$ cat src/rtl/spi_reg_bank.sv
// Parametrised SPI register bank sitting behind spi_slave on clk_core.
// Byte 0 of a transaction is the command (bit 7 = write, [6:0] = start address); the data bytes that follow auto-increment the address.
module spi_reg_bank #(
  parameter int                    NUM_REGS     = 8,
  parameter logic [7:0]            FPGA_VER     = 8'hC2,
  parameter logic [NUM_REGS-1:0]   RW_MASK      = NUM_REGS'(8'b0000_0010),
  parameter logic [8*NUM_REGS-1:0] RESET_VALUES = {8*NUM_REGS{1'b0}}
) (
  input  logic                    clk_core,
  input  logic                    reset,
  input  logic                    transaction_begin,
  input  logic                    rx_byte_available,
  input  logic [7:0]              rx_byte,
  output logic [7:0]              tx_byte,
  input  logic [8*NUM_REGS-1:0]   reg_in,
  output logic [8*NUM_REGS-1:0]   reg_out,
  output logic [NUM_REGS-1:0]     reg_wr_strobe,
  output logic                    busy
);

  typedef enum logic [1:0] {
    IDLE = 2'd0,
    ADDR = 2'd1,
    DATA = 2'd2
  } state_t;

  state_t            state_q, state_d;
  logic [1:0]        rx_sync_q;
  logic              rx_edge;
  logic [6:0]        pointer_q, pointer_d;
  logic              cmd_write_q, cmd_write_d;
  logic [7:0]        tx_q, tx_d;
  logic              wr_fire;
  logic [NUM_REGS-1:0] strobe_q, strobe_d;

  // Full 7-bit address map: read value and writability for every address.
  logic [7:0]        rd_table [128];
  logic [127:0]      wr_ok;

  // Byte handshake: spi_slave holds rx_byte stable while rx_byte_available
  // is high; each rising edge of that level is exactly one new byte and
  // there is no back-pressure, so every byte is consumed in its edge cycle.
  always_ff @(posedge clk_core or posedge reset) begin
    if (reset) begin
      rx_sync_q <= 2'b00;
    end else begin
      rx_sync_q <= {rx_sync_q[0], rx_byte_available};
    end
  end

  assign rx_edge = (rx_sync_q == 2'b01);

  for (genvar g = 0; g < 128; g++) begin : g_map
    if (g == 0) begin : g_ver
      assign rd_table[g] = FPGA_VER;
      assign wr_ok[g]    = 1'b0;
      assign reg_out[7:0] = 8'h00;
    end else if (g < NUM_REGS) begin : g_impl
      if (RW_MASK[g]) begin : g_rw
        logic [7:0] value_q;
        always_ff @(posedge clk_core or posedge reset) begin
          if (reset) begin
            value_q <= RESET_VALUES[8*g +: 8];
          end else if (wr_fire && (pointer_q == 7'(g))) begin
            value_q <= rx_byte;
          end
        end
        assign rd_table[g]       = value_q;
        assign wr_ok[g]          = 1'b1;
        assign reg_out[8*g +: 8] = value_q;
      end else begin : g_ro
        assign rd_table[g]       = reg_in[8*g +: 8];
        assign wr_ok[g]          = 1'b0;
        assign reg_out[8*g +: 8] = 8'h00;
      end
    end else begin : g_none
      assign rd_table[g] = 8'h00;
      assign wr_ok[g]    = 1'b0;
    end
  end

  for (genvar g = 0; g < NUM_REGS; g++) begin : g_strobe
    assign strobe_d[g] = wr_fire && (pointer_q == 7'(g));
  end

  // transaction_begin outranks a coincident rx_edge, which is simply lost.
  assign wr_fire = !transaction_begin && rx_edge && (state_q == DATA) &&
                   cmd_write_q && wr_ok[pointer_q];

  always_comb begin
    state_d     = state_q;
    pointer_d   = pointer_q;
    cmd_write_d = cmd_write_q;
    tx_d        = tx_q;
    if (transaction_begin) begin
      state_d = ADDR;
      tx_d    = 8'h00;
    end else if (rx_edge) begin
      case (state_q)
        ADDR: begin
          cmd_write_d = rx_byte[7];
          if (rx_byte[7]) begin
            pointer_d = rx_byte[6:0];
          end else begin
            tx_d      = rd_table[rx_byte[6:0]];
            pointer_d = rx_byte[6:0] + 7'd1;
          end
          state_d = DATA;
        end
        DATA: begin
          pointer_d = pointer_q + 7'd1;
          if (cmd_write_q) begin
            tx_d = 8'h00;
          end else begin
            tx_d = rd_table[pointer_q];
          end
        end
        default: begin
        end
      endcase
    end
  end

  always_ff @(posedge clk_core or posedge reset) begin
    if (reset) begin
      state_q     <= IDLE;
      pointer_q   <= 7'd0;
      cmd_write_q <= 1'b0;
      tx_q        <= 8'h00;
      strobe_q    <= '0;
    end else begin
      state_q     <= state_d;
      pointer_q   <= pointer_d;
      cmd_write_q <= cmd_write_d;
      tx_q        <= tx_d;
      strobe_q    <= strobe_d;
    end
  end

  assign tx_byte       = tx_q;
  assign reg_wr_strobe = strobe_q;
  assign busy          = (state_q != IDLE);

endmodule

$ cat config.mk
export PLATFORM = sky130hd
export DESIGN_NAME = spi_reg_bank
export DESIGN_NICKNAME = d
export VERILOG_FILES = /design/src/rtl/spi_reg_bank.sv
export SDC_FILE = /design/constraint.sdc
export NUM_CORES = 1
export LEC_CHECK = 0
export CAP_MARGIN = 20
export CORE_MARGIN = 2
export CORE_UTILIZATION = 30
export DETAILED_ROUTE_END_ITERATION = 8
export GPL_ROUTABILITY_DRIVEN = 0
export GPL_TIMING_DRIVEN = 0
export HOLD_SLACK_MARGIN = 0.08
export PLACE_DENSITY = 0.73
export SLEW_MARGIN = 5
export SYNTH_ARGS = -nofsm -noshare
export SYNTH_HDL_FRONTEND = slang
export SYNTH_SLANG_ARGS = --single-unit
$ cat constraint.sdc
create_clock -name clk_core -period 2.4 [get_ports clk_core]
set_clock_uncertainty 0.05 [all_clocks]
set_input_delay 0.72 -clock clk_core [delete_from_list [all_inputs] [get_ports clk_core]]
set_output_delay 0.72 -clock clk_core [all_outputs]
set_load 0.01 [all_outputs]
# == After elaboration in Yosys (flattened, before gate mapping) ==
# Memory sizes are Yosys's and may differ from the RTL's.
# Index checks and enable logic that the tools add are counted.
# op_classes
addsub,2
magnitude_cmp,3
n_eq_ne,11
mux,17
bitwise,3
reduce_logical,23
# ops
operator,count
$bmux 8 s7,2
$mux 8,8
$eq 7x3->1 const B,4
$ge 8x8->1 const B,2
$not 7->8,2
$pmux 8 s2,1
$add 7x1->7 const B,2
$eq 7x2->1 const B,2
$pmux 7 s2,1
$logic_and 1x1->1,12
$reduce_and 3->1,3
$lt 7x8->1 const B,1
$reduce_bool 2->1,4
$eq 7x1->1 const B,1
$logic_not 7->1,1
$mux 7,1
$mux 2,3
$eq 2x1->1 const B,2
$ne 3x3->1 const B,1
$reduce_bool 3->1,1
$eq 2x2->1 const B,1
$reduce_and 2->1,1
$logic_not 1->1,1
$mux 1,1
$not 1->1,1
# totals
reg_bits,36
rom_bits,128
input_bits,76
output_inout_bits,81
word_cells,67
mem_count,1
# memory_table
memory,words,word_bits,read_ports,rd_ports_with_merged_regs,wr,line,source
(no name shown),128,1,1,0,0,88,cmd_write_q && wr_ok[pointer_q];

# == Depth between registers and ports, before layout ==
# logic_depth
depth_word,8
mapped_depth,9
depth_no_buf,6

# == Least setup slack after synthesis ==
# OpenSTA, ideal clock, no wires.
# synth_timing
path_type,flip-flop to flip-flop
start,reg pointer_q[1]
end,reg g_map[1].g_impl.g_rw.value_q[0]
setup_ns,0.125
arrival_time_ns,1.766
required_time_ns,2.225
path_slack_ns,0.459
path_stages_with_launch,10
n_path_buf,3
synth_period_minus_slack_ns,1.941
cell_sequence,dfrtp_1 > buf_2 > clkbuf_1 > inv_1 > ha_1 > nand2_1 > nor3_1 > nand4_2 > buf_6 > mux2_4
# synth_via
elab_chain_cells,4
word_cells_on_any_way,5
cone_classes,eq/ne: 1; mux: 1; reduce/logical: 2; memory: 1
# synth_lines
item,line,source
from (decl),30,"logic [6:0] pointer_q, pointer_d;"
from (signal assigned),133,pointer_q <= pointer_d;
$mem_v2 128x1,-,
$mux 1 (not written as such),88,
$logic_and 1x1->1,88,
$logic_and 1x1->1 (*),64,end else if (wr_fire && (pointer_q == 7'(g))) begin
to (signal assigned),63,value_q <= RESET_VALUES[8*g +: 8];
to (signal assigned),65,value_q <= rx_byte;
to (decl),60,logic [7:0] value_q;
# Every way passes the cells marked *; elsewhere a longest branch is shown, timed or not. The select of a mux whose other input is x is not followed.
# A chain may end at the register's enable or synchronous reset.

# == Worst setup path in the final report ==
# layout_timing
start,in rx_byte[2]
end,"reg tx_q[2], in the netlist tx_byte[2]"
# layout_via
elab_chain_cells,8
# layout_lines
item,line,source
from (decl),13,"input logic [7:0] rx_byte,"
$not 7->8 (not written as such),105,tx_d = rd_table[rx_byte[6:0]];
$bmux 8 s7,105,
$mux 8 (not written as such) (2 in a row),105,
$mux 8,102,if (rx_byte[7]) begin
$pmux 8 s2,99,case (state_q)
$mux 8,98,end else if (rx_edge) begin
$mux 8,95,if (transaction_begin) begin
to (signal assigned),135,tx_q <= tx_d;
to (decl),32,"logic [7:0] tx_q, tx_d;"
# Every way passes these cells. The select of a mux whose other input is x is not followed.

==> summary.txt <==
Outcome
  • Status: finished, final reports clean

Setup path
  • Worst Setup End Kind: flip-flop
  • Kind of critical path: in2reg
  • Critical path peak fanout: 10
  • Crit path DAT: 2.32 ns
  • Reg2reg setup slack: 0.38 ns
  • Startpoint types: input pin
  • Data required, critical path: 2.52 ns

STA
  • Worst hold slack: 0.397 ns
  • Slew headroom: 0.475
  • Min Tclk post-route: 2.20 ns
  • Max Clk Rate: 0.455 GHz
  • Slew Limit Fails: 0
  • Fin. Hold Viols: 0
  • Period utilisation layout: 0.916
  • Worst slew pin tran: 0.786 ns
  • PnR worst setup slack: 0.200 ns
  • Total negative slack: 0 ns
  • Final setup fails: 0
  • RSZ-0062 raised after global routing: false

Clock tree
  • Worst-Skew Late Latency: 0.29 ns
  • H-tree level count: 2
  • Setup Buffers After CTS: 0
  • Num CTS Buffers: 5
  • Number of clock sinks: 36
  • Clk pin slew, worst setup/hold paths: 0.08 ns
  • CTS tree: yes
  • Hold buffer count at CTS: 0
  • Clock buffer depth: 2
  • Clock root cell: clkbuf_8

Routing
  • Routed vias: 2986
  • Met2 WL: 4.72 mm
  • Post-route ant nets: 0
  • Initial DRC Count: 189
  • Via density: 4.71
  • DRC: 0
  • Post-DR wirelength/cell: 15.2 um
  • WL met3: 833 um
  • DR pass1 iterations: 5
  • Total Routed Length: 9.66 mm
  • Metal-1 WL: 3.85 mm
  • Top sig layer: met4

Floorplan
  • Initial Utilization: 0.312
  • Core area: 10400 sq um
  • Row count: 37
  • Die Ht: 108 um
  • I/O Pins: 157
  • Full die area: 11600 sq um
  • Die Span X: 108 um

Synth
  • Post-Synth Simple-Gate Area: 0.120
  • Seq/Total Area, Yosys: 0.279
  • Post-synthesis async set-or-reset flop share: 1.00
  • Mapped Cells: 348
  • Ys flop type: dfrtp_1
  • Synth Cell Area: 3230 sq um
  • Yosys Warn Count: 0
  • Syn avg cell area: 9.29 sq um
  • Synth Area in Adders: 0.0310
  • Number of flops mapped to enable cells by yosys: 0
  • Multiplexer share of the synthesized area: 0.198
  • Post-synthesis compound-gate area fraction: 0.166
  • Synth Area in XOR/XNOR: 0.0136
  • Largest family of logic cells by synthesized area: multiplexers
  • Yosys reg bits: 36
  • Unique masters post-synth: 53

GRT
  • Total global-route track usage: 0.169
  • Largest net degree at the start of global routing: 37
  • Initial antenna violation count: 0
  • Global-route wire length before repair: 15.4 mm
  • Vias in the first global route: 3113
  • Overflow after GRT: 0

Power
  • Leakage: 2.15 nW
  • Peak VDD IR: 0.000160 V
  • Pwr dens: 445 nW/um^2

Cells and area
  • Final non-filler cell total: 634
  • Final core occ: 0.439
  • Share of cells above drive strength 1: 0.201
  • Ant. Diodes: 0
  • Final nets: 581
  • Area growth, synth to finish: 41.0%

Place
  • Dpl ws: -0.165 ns
  • Detailed placement HPWL: 7.49 mm
  • Post-placement cell count: 627
  • Port buffer count: 84

Min path
  • Worst hold path class: reg2reg

Flow run
  • Max Cap Viol: 0
-- layer usage --
metal | global-route usage | vias up
met1 | 0.201 | 1390
met5 | 0 | -
met4 | 0.0742 | 0
met3 | 0.0357 | 25
li1 | - | 1434
met2 | 0.292 | 137
-- worst max-delay path, stage by stage --
cell and delay, ns:
clkdlybuf4s50_1 0.69, buf_6 0.22, nand2b_1 0.26, o22ai_1 0.12, o21ai_0 0.19, o211ai_1 0.11
-- cell usage after synthesis (2+ instances only) --
master      n  share of area
inv_1      19          0.022
nor3b_1     3         0.0070
nand2b_1    8          0.015
clkbuf_1    4         0.0046
o22ai_1    19          0.037
a2bb2oi_1   4          0.011
nor4_1      2         0.0039
mux4_1      2          0.016
a21o_1      2         0.0046
xnor2_1     4          0.011
o211ai_2    2         0.0077
ha_1        8          0.031
nand2_1    16          0.019
a2111oi_0   3         0.0081
mux2i_1    44           0.14
nand3b_1    2         0.0046
nand3_1     5         0.0077
mux2_4      6          0.028
mux2_2      3          0.010
buf_6       4          0.014
and4_1      2         0.0054
dfrtp_1    36           0.28
nor3_1      3         0.0046
o211ai_1    9          0.021
a21oi_1    16          0.025
buf_2      12          0.019
a211oi_1    6          0.014
nor2_1      6         0.0070
buf_4      57           0.13
o21ai_0    18          0.028
-- metrics by stage --
stage / cell area [sq um] / power [mW]
floorplan: 3450 / 1.29
CTS: 4550 / 2.04
finish: 4560 / 2.03
global route: 4560 / 2.16
detailed placement: 4460 / 1.56
global placement: 4460 / 1.54
-- worst paths after layout --
check | start | end | cells past startpoint
hold reg to reg | rx_sync_q[0] | rx_sync_q[1] | 0
min in group asynchronous | reset | reg_wr_strobe[6] | 2
hold / removal | rx_sync_q[0] | rx_sync_q[1] | 0
max in group asynchronous | reset | g_map[1].g_impl.g_rw.value_q[7] | 2
setup reg to reg | pointer_q[1] | g_map[1].g_impl.g_rw.value_q[5] | 8
setup / recovery | rx_byte[2] | tx_byte[2] | 6
-- logic make-up after synthesis --
group | count (synthesis)
XOR/XNOR | 5
AO/OA/AOI/OAI | 83
adder cells (fa/ha/maj) | 8
AND/OR/NAND/NOR | 63
multiplexers | 56
buffers and inverters | 96
flip-flops | 36
other | 1
-- timing repair --
| item | 4_1_cts | 5_1_grt |
|---|---|---|
| hold endpoints to repair | 0 | 0 |
| resized for setup | 0 | 2 |
| setup endpoints to repair | 0 | 8 |
-- cell usage in the layout, fill, tap and decap left out, types with 2 or more instances in the layout --
| cell | instances |
|---|---|
| nand3b_1 | 2 |
| dlymetal6s2s_1 | 2 |
| o22ai_1 | 19 |
| mux2_2 | 3 |
| o211ai_1 | 9 |
| buf_4 | 57 |
| a21o_1 | 2 |
| clkbuf_1 | 5 |
| ha_1 | 8 |
| nor3_1 | 3 |
| a2111oi_0 | 3 |
| mux2i_1 | 44 |
| nand2_1 | 16 |
| a2bb2oi_1 | 4 |
| clkbuf_8 | 6 |
| nor2_1 | 6 |
| xnor2_1 | 4 |
| buf_6 | 4 |
| mux2_4 | 6 |
| and4_1 | 2 |
| buf_2 | 12 |
| conb_1 | 60 |
| inv_1 | 18 |
| a21oi_1 | 16 |
| clkdlybuf4s50_1 | 82 |
| nand3_1 | 5 |
| o211ai_2 | 2 |
| a211oi_1 | 6 |
| o21ai_0 | 18 |
| nor3b_1 | 3 |
| nor4_1 | 2 |
| dfrtp_1 | 36 |
| mux4_1 | 2 |
| nand2b_1 | 8 |
-- sequential cells by signal (all words and copies together), names as in the netlist --
name / count
rx_sync_q: 2
g_map.g_impl.g_rw.value_q: 8
state_q: 2
reg_wr_strobe: 8
pointer_q: 7
cmd_write_q: 1
tx_byte: 8
-- layout make-up --
class                      count  area, sq um
timing repair buffer          84          846
fill                         986         5810
tap                          136          170
buffer                        76          544
clock buffer                   8         90.1
sequential                    36          901
multi-input combinational    275         1930
inverter                      19         71.3
-- power by group --
group	internal [mW]	leakage (nW)	total, mW	switching [mW]
sequential	0.651	0.464	0.693	0.0411
combinational	0.407	1.64	0.870	0.463
clock	0.235	0.0455	0.466	0.232
No activity file was read; power rests on OpenSTA's default activity.
